### config.mk
export PLATFORM = sky130hd
export DESIGN_NAME = mul_seq
export DESIGN_NICKNAME = d
export VERILOG_FILES = /design/src/rtl/mul_seq_pkg.sv /design/src/rtl/mul_seq_alu.sv /design/src/rtl/mul_seq.sv
export SDC_FILE = /design/constraint.sdc
export NUM_CORES = 1
export LEC_CHECK = 0
export ABC_AREA = 0
export CAP_MARGIN = 20
export CORE_UTILIZATION = 41
export DETAILED_ROUTE_END_ITERATION = 7
export PLACE_DENSITY = 0.68
export RECOVER_POWER = 100
export SLEW_MARGIN = 20
export SYNTH_ARGS = -nofsm -noshare
export SYNTH_HDL_FRONTEND = slang
export SYNTH_HIERARCHICAL = 1
export SYNTH_SLANG_ARGS = --single-unit
### constraint.sdc
create_clock -name clk -period 4 [get_ports clk]
set_input_delay 0.6 -clock clk [delete_from_list [all_inputs] [get_ports clk]]
set_output_delay 0.6 -clock clk [all_outputs]
set_load 0.005 [all_outputs]
### src/rtl/mul_seq_pkg.sv
// mul_seq_pkg: shared FSM state, ALU op encoding and sizing constants for mul_seq
package mul_seq_pkg;
    localparam int OPW = 16;
    localparam logic [4:0] CNT_LAST = 5'd15;
    typedef enum logic [1:0] {IDLE, RUN, DONE} state_t;
    typedef enum logic {ALU_ADD, ALU_SUB} alu_op_t;
endpackage

### src/rtl/mul_seq_alu.sv
// mul_seq_alu: OPW-bit add/sub ALU with carry, zero, negative and overflow flags
module mul_seq_alu
    import mul_seq_pkg::*;
(
    input  alu_op_t        op,
    input  logic [OPW-1:0] a,
    input  logic [OPW-1:0] b,
    output logic [OPW-1:0] y,
    output logic           c,
    output logic           z,
    output logic           n,
    output logic           v
);
    logic [OPW:0] r;
    assign r = (op == ALU_ADD) ? {1'b0, a} + {1'b0, b} : {1'b0, a} - {1'b0, b};
    assign y = r[OPW-1:0];
    assign c = r[OPW];
    assign z = ~|y;
    assign n = y[OPW-1];
    assign v = (op == ALU_ADD) ? (a[OPW-1] == b[OPW-1]) && (y[OPW-1] != a[OPW-1])
                               : (a[OPW-1] != b[OPW-1]) && (y[OPW-1] != a[OPW-1]);
endmodule

### src/rtl/mul_seq.sv
// mul_seq: 16x16 unsigned shift-add multiplier; MUL_SEQ_EARLY_EXIT_EN stops once the multiplier runs out of set bits
module mul_seq
    import mul_seq_pkg::*;
(
    input  logic             clk,
    input  logic             rst,
    input  logic             start,
    input  logic [OPW-1:0]   a,
    input  logic [OPW-1:0]   b,
    output logic             busy,
    output logic             done,
    output logic [2*OPW-1:0] p,
    output logic             hi_nz
);
    state_t           state_q, state_d;
    logic [OPW-1:0]   mcand_q, mcand_d, mult_q, mult_d;
    logic [OPW-1:0]   acc_hi_q, acc_hi_d, acc_lo_q, acc_lo_d;
    logic [4:0]       cnt_q, cnt_d;
    logic [2*OPW-1:0] p_q, p_d, acc_nxt, p_fin;
    logic             hi_nz_q, hi_nz_d, last;
    logic [OPW-1:0]   add_b, add_y;
    logic             add_c, alu_z_unused, alu_n_unused, alu_v_unused;

    assign add_b = mult_q[0] ? mcand_q : '0;

    mul_seq_alu u_alu (
        .op (ALU_ADD),
        .a  (acc_hi_q),
        .b  (add_b),
        .y  (add_y),
        .c  (add_c),
        .z  (alu_z_unused),
        .n  (alu_n_unused),
        .v  (alu_v_unused)
    );

    // carry becomes the new MSB as the accumulator shifts right
    assign acc_nxt = {add_c, add_y, acc_lo_q[OPW-1:1]};
`ifdef MUL_SEQ_EARLY_EXIT_EN
    assign last  = (cnt_q == CNT_LAST) || (mult_q[OPW-1:1] == '0);
    assign p_fin = acc_nxt >> (CNT_LAST - cnt_q);
`else
    assign last  = cnt_q == CNT_LAST;
    assign p_fin = acc_nxt;
`endif

    always_comb begin
        state_d  = state_q;
        mcand_d  = mcand_q;
        mult_d   = mult_q;
        acc_hi_d = acc_hi_q;
        acc_lo_d = acc_lo_q;
        cnt_d    = cnt_q;
        p_d      = p_q;
        hi_nz_d  = hi_nz_q;
        case (state_q)
            IDLE: if (start) begin
                state_d  = RUN;
                mcand_d  = a;
                mult_d   = b;
                acc_hi_d = '0;
                acc_lo_d = '0;
                cnt_d    = '0;
            end
            RUN: begin
                acc_hi_d = acc_nxt[2*OPW-1:OPW];
                acc_lo_d = acc_nxt[OPW-1:0];
                mult_d   = mult_q >> 1;
                cnt_d    = cnt_q + 5'd1;
                if (last) begin
                    state_d = DONE;
                    p_d     = p_fin;
                    hi_nz_d = |p_fin[2*OPW-1:OPW];
                end
            end
            default: state_d = IDLE;
        endcase
    end

    always_ff @(posedge clk) begin
        if (rst) begin
            state_q  <= IDLE;
            mcand_q  <= '0;
            mult_q   <= '0;
            acc_hi_q <= '0;
            acc_lo_q <= '0;
            cnt_q    <= '0;
            p_q      <= '0;
            hi_nz_q  <= 1'b0;
        end else begin
            state_q  <= state_d;
            mcand_q  <= mcand_d;
            mult_q   <= mult_d;
            acc_hi_q <= acc_hi_d;
            acc_lo_q <= acc_lo_d;
            cnt_q    <= cnt_d;
            p_q      <= p_d;
            hi_nz_q  <= hi_nz_d;
        end
    end

    assign busy  = state_q != IDLE;
    assign done  = state_q == DONE;
    assign p     = p_q;
    assign hi_nz = hi_nz_q;
endmodule

==> impl_metrics.json <==
{
  "power_frac_seq_pct": 35.6,
  "cts_buffer_depth": 2,
  "pin_count": 70,
  "syn_area_um2": 5220,
  "setup_tns_ns": 0,
  "wire_per_inst_um": 13.65,
  "worst-setup-path-type": "reg2reg",
  "clk_pin_slew_ns": 0.07,
  "timing.final.crit_share_pct": 91.71,
  "grt_pass1_wl_mm": 20.65,
  "synth_cells": 669,
  "power_frac_comb_pct": 37.3,
  "crit_required_ns": 4.20,
  "worstMarginPinSlew_ns": 1.927,
  "nets": 770,
  "use_met1_pct": 25.43,
  "diodes": 0,
  "avgSynthCellArea_um2": 7.803,
  "clock-root-buffer": "clkbuf_16",
  "areaGrowthSynthToFinish_pct": 20.16,
  "path_cells": "and2_1, inv_1, ha_1, mux2_2, fa_1, nor2b_1, o31ai_1, a21o_1, o21bai_1, a21o_1, nand4b_1, o211a_1, nor4_1, and4_1, a211oi_1",
  "pwr-share-clk_pct": 27.1,
  "met3_usage_pct": 3.321,
  "overflow": 0,
  "rows": 40,
  "fmax_mhz": 272.6,
  "clk-insertion-delay-late_ns": 0.34,
  "powerDensity_nw_per_um2": 499.4,
  "power.leakage_nw": 2.354,
  "dp_cells": 870,
  "final_common_cell": "nand2_1",
  "drt_iter0_drc": 400,
  "end_kind": "register",
  "violations": "capacitance limit, slew limit",
  "fp.dieArea_um2": 13190,
  "cp-start-kind": "register",
  "finalHoldViolations": 0,
  "core_um2": 12210,
  "critical_path.max_stage_delay_ns": 0.44,
  "maxSlewHeadroom_pct": -28.46,
  "use_met2_pct": 32.20,
  "postRouteAntennaNets": 0,
  "antenna_found_initial": 0,
  "die_h_um": 114.8,
  "instances_no_fill": 888,
  "cts_tree": "done",
  "final_cell_mix": "nand2_1, a21oi_1, dfxtp_1",
  "drc_errors": 0,
  "status": "finished with violations",
  "setup_viol": 0,
  "synth_fp_nets": 724,
  "fin_worst_skew_ns": 0.01083,
  "htree_levels": 3,
  "fin_hold_ws_ns": 0.4506,
  "pre_cts_ws_ns": -0.01058,
  "period_minus_slack_ns": 3.668,
  "intPower_mw": 2.005,
  "grt_pass1_vias": 4417,
  "layout_setup_ws_ns": 0.3316,
  "slowest_stage": "fa_1",
  "yosysWarnings": 6,
  "initial_core_util_pct": 42.75,
  "fp.dieW_um": 114.8,
  "drive_above_1_share_pct": 6.250,
  "vdd_drop_max_uv": 211.8,
  "finalMaxSlewViolations": 87,
  "dp_hpwl_mm": 8.363,
  "grt_max_degree": 58,
  "portBuffers": 69,
  "grt_setup_unrepaired": "false",
  "hold_class": "reg2reg",
  "wirelength_mm": 12.12,
  "clock_sinks": 103,
  "crit_top_cell": "a21o_1",
  "path_max_fanout": 17,
  "drv_cap": 2,
  "dr.pass1.iters": 5,
  "grt_use_total_pct": 19.40,
  "final_core_util_pct": 51.36,
  "vias": 4747,
  "switchingPower_mw": 1.127,
  "cp_data_arrival_time_ns": 3.87,
  "viasPerCell": 5.346,
  "numCtsBuffers": 9,
  "top_usage_layer": "met2",
  "p_sw_share_pct": 35.99,
  "postCtsHoldBufs": 0,
  "place.gp.congestion": 0.8754
}
power by group through the flow:
stage	clock network, mW	logic (mW)	registers [mW]
after global routing	0.914	1.29	1.13
after CTS	0.865	1.15	1.12
final	0.848	1.17	1.12
after floorplan	0	0.874	1.13
after detailed placement	0	1.13	1.14
after global placement	0	1.12	1.14
worst paths after layout:
kind	from	end	slack [ns]	cells after the start
worst max-delay path	mult_q[0]$_SDFFE_PP0P_	hi_nz$_SDFFE_PP0P_	0.33	15
worst min-delay path	p[25]$_SDFFE_PP0P_	p[25]$_SDFFE_PP0P_	0.45	2
worst max register to register	mult_q[0]$_SDFFE_PP0P_	hi_nz$_SDFFE_PP0P_	0.33	15
worst min register to register	p[25]$_SDFFE_PP0P_	p[25]$_SDFFE_PP0P_	0.45	2
state kept, by name, summed over array words and instances (netlist names):
| register | cells |
|---|---|
| acc_hi_q | 16 |
| acc_lo_q | 15 |
| cnt_q | 5 |
| hi_nz | 1 |
| mcand_q | 16 |
| mult_q | 16 |
| p | 32 |
| state_q | 2 |
metrics by stage:
step | power (mW) | cell area (um2)
after global placement | 2.255 | 5949
final | 3.132 | 6272
after floorplan | 1.999 | 5220
after global routing | 3.330 | 6272
after CTS | 3.128 | 6247
after detailed placement | 2.272 | 5949
what timing repair did:
| action | 4_1_cts | 5_1_grt |
|---|---|---|
| gates resized for setup | 1 | 8 |
| setup buffers | 0 | 1 |
| pin swaps | 0 | 3 |
| setup endpoints to repair | 1 | 3 |
routing by layer:
layer | up-vias | share of wire [%]
li1 | 2406 | -
met1 | 2182 | 47
met2 | 140 | 46
met3 | 19 | 5.6
met4 | 0 | 1.8
met5 | - | 0
critical path, delay by kind of cell (launching register included):
kind / cells / cell delay (ns)
simple gates: 5 / 1.05
buf+inv: 1 / 0.07
flops: 1 / 0.43
mux: 1 / 0.30
compound gates: 6 / 0.94
fa+ha+maj: 2 / 0.73
area by class of cell:
cell class	instances	area (um2)
multi-input combinational	506	2874
clock buffer	9	225.2
sequential	103	2063
clock inverter	7	66.31
inverter	15	56.30
tap	168	210.2
timing repair buffer	80	777.0
fill	1213	5939
Power figures use the tool's default switching activity.
==> patch 1 (config.mk and constraints unchanged) <==
Reset style: asynchronous (`rst`), changed in one clocked block.
--- a/src/rtl/mul_seq.sv
+++ b/src/rtl/mul_seq.sv
@@ -77,7 +77,7 @@
         endcase
     end
 
-    always_ff @(posedge clk) begin
+    always_ff @(posedge clk or posedge rst) begin
         if (rst) begin
             state_q  <= IDLE;
             mcand_q  <= '0;
Formal check against the unedited RTL: differs if rst is asserted again (counterexample within 4 cycles, from zero or initial values and one cycle with rst high); with rst held inactive, the same outputs for 10 cycles.
==> patch 1 against the unedited design <==
  * Critical path type unchanged
  * Clock skew shrank 4.0 ps
  * Area after synthesis grew 4.7%
  * Highest routed layer unchanged
  * The flow still finishes with violations (capacitance limit, slew limit)
  * Setup slack lost 120 ps
  * Cell area grew 5.4%
  * Sequential cell count is the same
  * Routed wire length grew 0.74%
Power is not shown: default switching activity piles up to over one toggle a cycle in this logic, so the estimate is an artifact.
==> patch 1: results (changes against the unedited design) <==
{| class="wikitable"
! Metric !! Value
|-
| CP peak stage delay || 420 ps (was 440 ps)
|-
| Fin nets || 671 (was 770)
|-
| Max-cap violations || 4 (was 2)
|-
| Worst slack on hold paths || 470.1 ps (was 450.6 ps)
|-
| Sequential cell area || 2577 sq um (was 2063 sq um)
|-
| Total of buffers placed on input and output ports || 69 (unchanged)
|-
| Overall track demand over capacity in global routing || 18.56% (was 19.40%)
|-
| Total CTS buffers || 9 (unchanged)
|-
| Actual slew at the worst max-slew pin || 2914 ps (was 1927 ps)
|-
| Maximum buffer depth of the clock tree || 2 (unchanged)
|-
| Setup slack of the most critical reg-to-reg path || 210 ps (was 330 ps)
|-
| Number of detailed-routing iterations run before antenna repair || 4 (was 5)
|-
| Total number of vias || 4206 (was 4747)
|-
| Global-route wire length before repair || 20570 um (was 20650 um)
|-
| Violations in the final reports || capacitance limit, slew limit (unchanged)
|-
| Drt wl/cell || 15.40 um (was 13.65 um)
|-
| Initial antenna violation count || 0 (unchanged)
|-
| Pin count of the biggest net entering global routing || 77 (was 58)
|-
| Share of final-layout standard cells stronger than drive strength 1 || 9.501% (was 6.250%)
|-
| Run status || finished, violations left (unchanged)
|-
| Mapped Nets || 606 (was 724)
|-
| Time the worst path needs with I/O delays and setup || 3788 ps (was 3668 ps)
|-
| Total placed cells including tap cells || 777 (was 870)
|-
| Post-DP HPWL || 8555 um (was 8363 um)
|-
| Cell chosen for the clock root || sky130_fd_sc_hd__clkbuf_16 (unchanged)
|-
| Post-detailed-placement cell area || 6331 sq um (was 5949 sq um)
|-
| Final worst clock skew || 6.852 ps (was 10.83 ps)
|-
| Max Slew Vio Count || 198 (was 87)
|-
| Level count of the clock H-tree || 3 (unchanged)
|-
| Setup Fix Bufs, Post-CTS || 0 (unchanged)
|-
| Data arrival, critical path || 4020 ps (was 3870 ps)
|-
| Worst skew pair latency || roughly 350 ps
|-
| Placer's final routability congestion estimate || 0.9187 (was 0.8754)
|-
| Non-filler instance count after layout || 793 (was 888)
|-
| Iter 0 DRT Violations || 231 (was 400)
|-
| Max FFs per register || 32 (unchanged)
|-
| Critical path fanouts, max || 6 (was 17)
|-
| Cell type of the slowest stage on the worst timing path || sky130_fd_sc_hd__dfrtp_1 (was sky130_fd_sc_hd__fa_1)
|-
| DP Worst Slack || 5.817 ps (was -10.58 ps)
|-
| Ys Warns || 6 (unchanged)
|-
| Synthesized area per cell || 9.919 sq um (was 7.803 sq um)
|-
| Top delay family on crit path || simple AND/OR/NAND/NOR gates (unchanged)
|-
| Filler Cell Count || 1188 (was 1213)
|-
| Final antenna diode count || 0 (unchanged)
|-
| Worst-path clk slew || 70 ps (about the same)
|-
| Hold Path Class || flip-flop to flip-flop (unchanged)
|-
| Vias in the first global route || 4250 (was 4417)
|}
[patch 1: worst paths after layout]
check | end | start | cells past startpoint
max in group asynchronous | p[22] | rst | 2
min reg2reg | cnt_q[3] | cnt_q[3] | 1
max | hi_nz | mult_q[0] | 16
min | cnt_q[3] | cnt_q[3] | 1
max reg2reg | hi_nz | mult_q[0] | 16
min in group asynchronous | mult_q[11] | rst | 2
[patch 1: timing repair]
action	in CTS	in global routing
gates resized for setup	1	9
cloned	0	0
pin swaps	0	1
setup endpoints to repair	1	3
[patch 1: layer usage]
metal | wire length [um] | track usage, % | up-vias
met3 | 565 | 5.281 | 21
met4 | 242 | 5.929 | 0
met1 | 5284 | 22.39 | 2038
met5 | 0 | 0 | -
met2 | 6120 | 31.88 | 93
li1 | - | - | 2054
[patch 1: area by class of cell]
cell class	count	area share (%)
inverter	15	0.8513
sequential	103	38.97
clock buffer	11	3.670
timing repair buffer	82	11.56
tap	172	3.254
multi-input combinational	405	41.09
clock inverter	5	0.6054
==> patch 2 (same flow settings) <==
Without the edit above. Set the package constant `OPW` to 32 (it was 16).
--- a/src/rtl/mul_seq_pkg.sv
+++ b/src/rtl/mul_seq_pkg.sv
@@ -1,6 +1,6 @@
 // mul_seq_pkg: shared FSM state, ALU op encoding and sizing constants for mul_seq
 package mul_seq_pkg;
-    localparam int OPW = 16;
+    localparam int OPW = 32;
     localparam logic [4:0] CNT_LAST = 5'd15;
     typedef enum logic [1:0] {IDLE, RUN, DONE} state_t;
     typedef enum logic {ALU_ADD, ALU_SUB} alu_op_t;
Interface: changed (resized a, b and p); port bits go from 70 to 134. No check against the original RTL was run, so the function may have changed too.
==> patch 2 against the unedited design <==
  * The flow finishes with violations (capacitance limit, slew limit, setup timing)
  * Routed wire length rose by 140%
  * Setup slack got worse by 820 ps
  * Cell area rose by 120%
  * Area after synthesis rose by 91%
  * Total power rose to 2.8 times the old value
  * Combinational power rose to 4.0 times the old value
  * Sequential cell count rose by 96
  * Sequential power rose by 97%
  * Highest routed layer unchanged
==> patch 2: results (changes against the unedited design) <==
{| class="wikitable"
! Metric !! Value
|-
| Run status || finished, violations left (unchanged)
|-
| Finish-stage setup viols || 14 (was 0)
|-
| Post-detailed-placement cell area || 12560 sq um (was 5949 sq um)
|-
| Wire length after detailed routing || 28960 um (was 12120 um)
|-
| Cell type of the slowest stage on the worst timing path || sky130_fd_sc_hd__dfxtp_4 (was sky130_fd_sc_hd__fa_1)
|-
| Switching portion of total power || 38.68% (was 35.99%)
|-
| Fin nets || 1651 (was 770)
|-
| Global-route wire length before repair || 45930 um (was 20650 um)
|-
| Total of buffers placed on input and output ports || 133 (was 69)
|-
| Leakage power || 5.547 nW (was 2.354 nW)
|-
| Total number of vias || 9930 (was 4747)
|-
| Placer's final routability congestion estimate || 0.8931 (was 0.8754)
|-
| Max rail drop VDD || 322.2 uV (was 211.8 uV)
|-
| Level count of the clock H-tree || 4 (was 3)
|-
| Violations in the final reports || capacitance limit, slew limit, setup timing (was capacitance limit, slew limit)
|-
| Pin count of the biggest net entering global routing || 106 (was 58)
|-
| Worst path setup slack after routing || -486.6 ps (was 331.6 ps)
|-
| Remaining max-slew budget at the tightest pin || -49.01% (was -28.46%)
|-
| Share of final-layout standard cells stronger than drive strength 1 || 22.49% (was 6.250%)
|-
| Max FFs per register || 64 (was 32)
|-
| Overall track demand over capacity in global routing || 23.15% (was 19.40%)
|-
| Vias in the first global route || 9197 (was 4417)
|-
| Pwr Density || 630.0 nW/um^2 (was 499.4 nW/um^2)
|-
| Number of detailed-routing iterations run before antenna repair || 6 (was 5)
|-
| CP peak stage delay || 370 ps (was 440 ps)
|-
| Iter 0 DRT Violations || 587 (was 400)
|-
| DP Worst Slack || -473.9 ps (was -10.58 ps)
|-
| Setup TNS || -1956 ps (was 0 ps)
|-
| Worst skew pair latency || 460 ps (was 340 ps)
|-
| Max Slew Vio Count || 152 (was 87)
|-
| Final worst clock skew || 23.57 ps (was 10.83 ps)
|-
| Post-DP HPWL || 19470 um (was 8363 um)
|-
| Max-cap violations || 2 (unchanged)
|-
| Total CTS buffers || 17 (was 9)
|}
-- patch 2: per-layer routing --
layer	vias up	global-route usage, %	part of all wire, %
met5	-	0	0
li1	4959	-	-
met3	37	5.995	6.2
met1	4665	29.37	44
met2	269	38.41	48
met4	0	6.731	1.8
-- patch 2: final timing paths --
check / start / endpoint / slack (ps) / cells after the start
setup / recovery: mult_q[0] / hi_nz / -490 / 23
hold reg to reg: p[50] / p[50] / 450 / 2
setup reg to reg: mult_q[0] / hi_nz / -490 / 23
hold / removal: p[50] / p[50] / 450 / 2
-- patch 2: final cells by class --
| type | instances | area [sq um] |
|---|---|---|
| tap | 319 | 399.1 |
| inverter | 41 | 153.9 |
| fill | 2214 | 9743 |
| clock inverter | 15 | 235.2 |
| multi-input combinational | 965 | 5926 |
| timing repair buffer | 324 | 2813 |
| sequential | 199 | 3988 |
| clock buffer | 17 | 425.4 |
-- patch 2: power by group through the flow --
stage,clock network [mW],logic [mW],registers [mW]
6_report,1.89,4.68,2.21
5_1_grt,2.01,5.04,2.22
4_1_cts,1.94,3.97,2.21
3_5_place_dp,0,3.81,2.25
3_3_place_gp,0,3.81,2.25
2_1_floorplan,0,2.08,2.21
-- patch 2: per-stage QoR --
stage / instances / power, mW / utilization (%)
final: 1880 / 8.782 / 58.86
after global routing: 1880 / 9.280 / 58.86
after CTS: 1867 / 8.113 / 56.76
after detailed placement: 1821 / 6.061 / 53.03
after global placement: 1821 / 6.056 / 53.03
after floorplan: 1297 / 4.287 / -
-- patch 2: repair_timing --
item / CTS / global route
resized for setup: 27 / 100
buffers inserted: 15 / 15
setup endpoints to repair: 9 / 34
cloned: 0 / 0
pin swaps: 20 / 31
hold endpoints to repair: 0 / 0
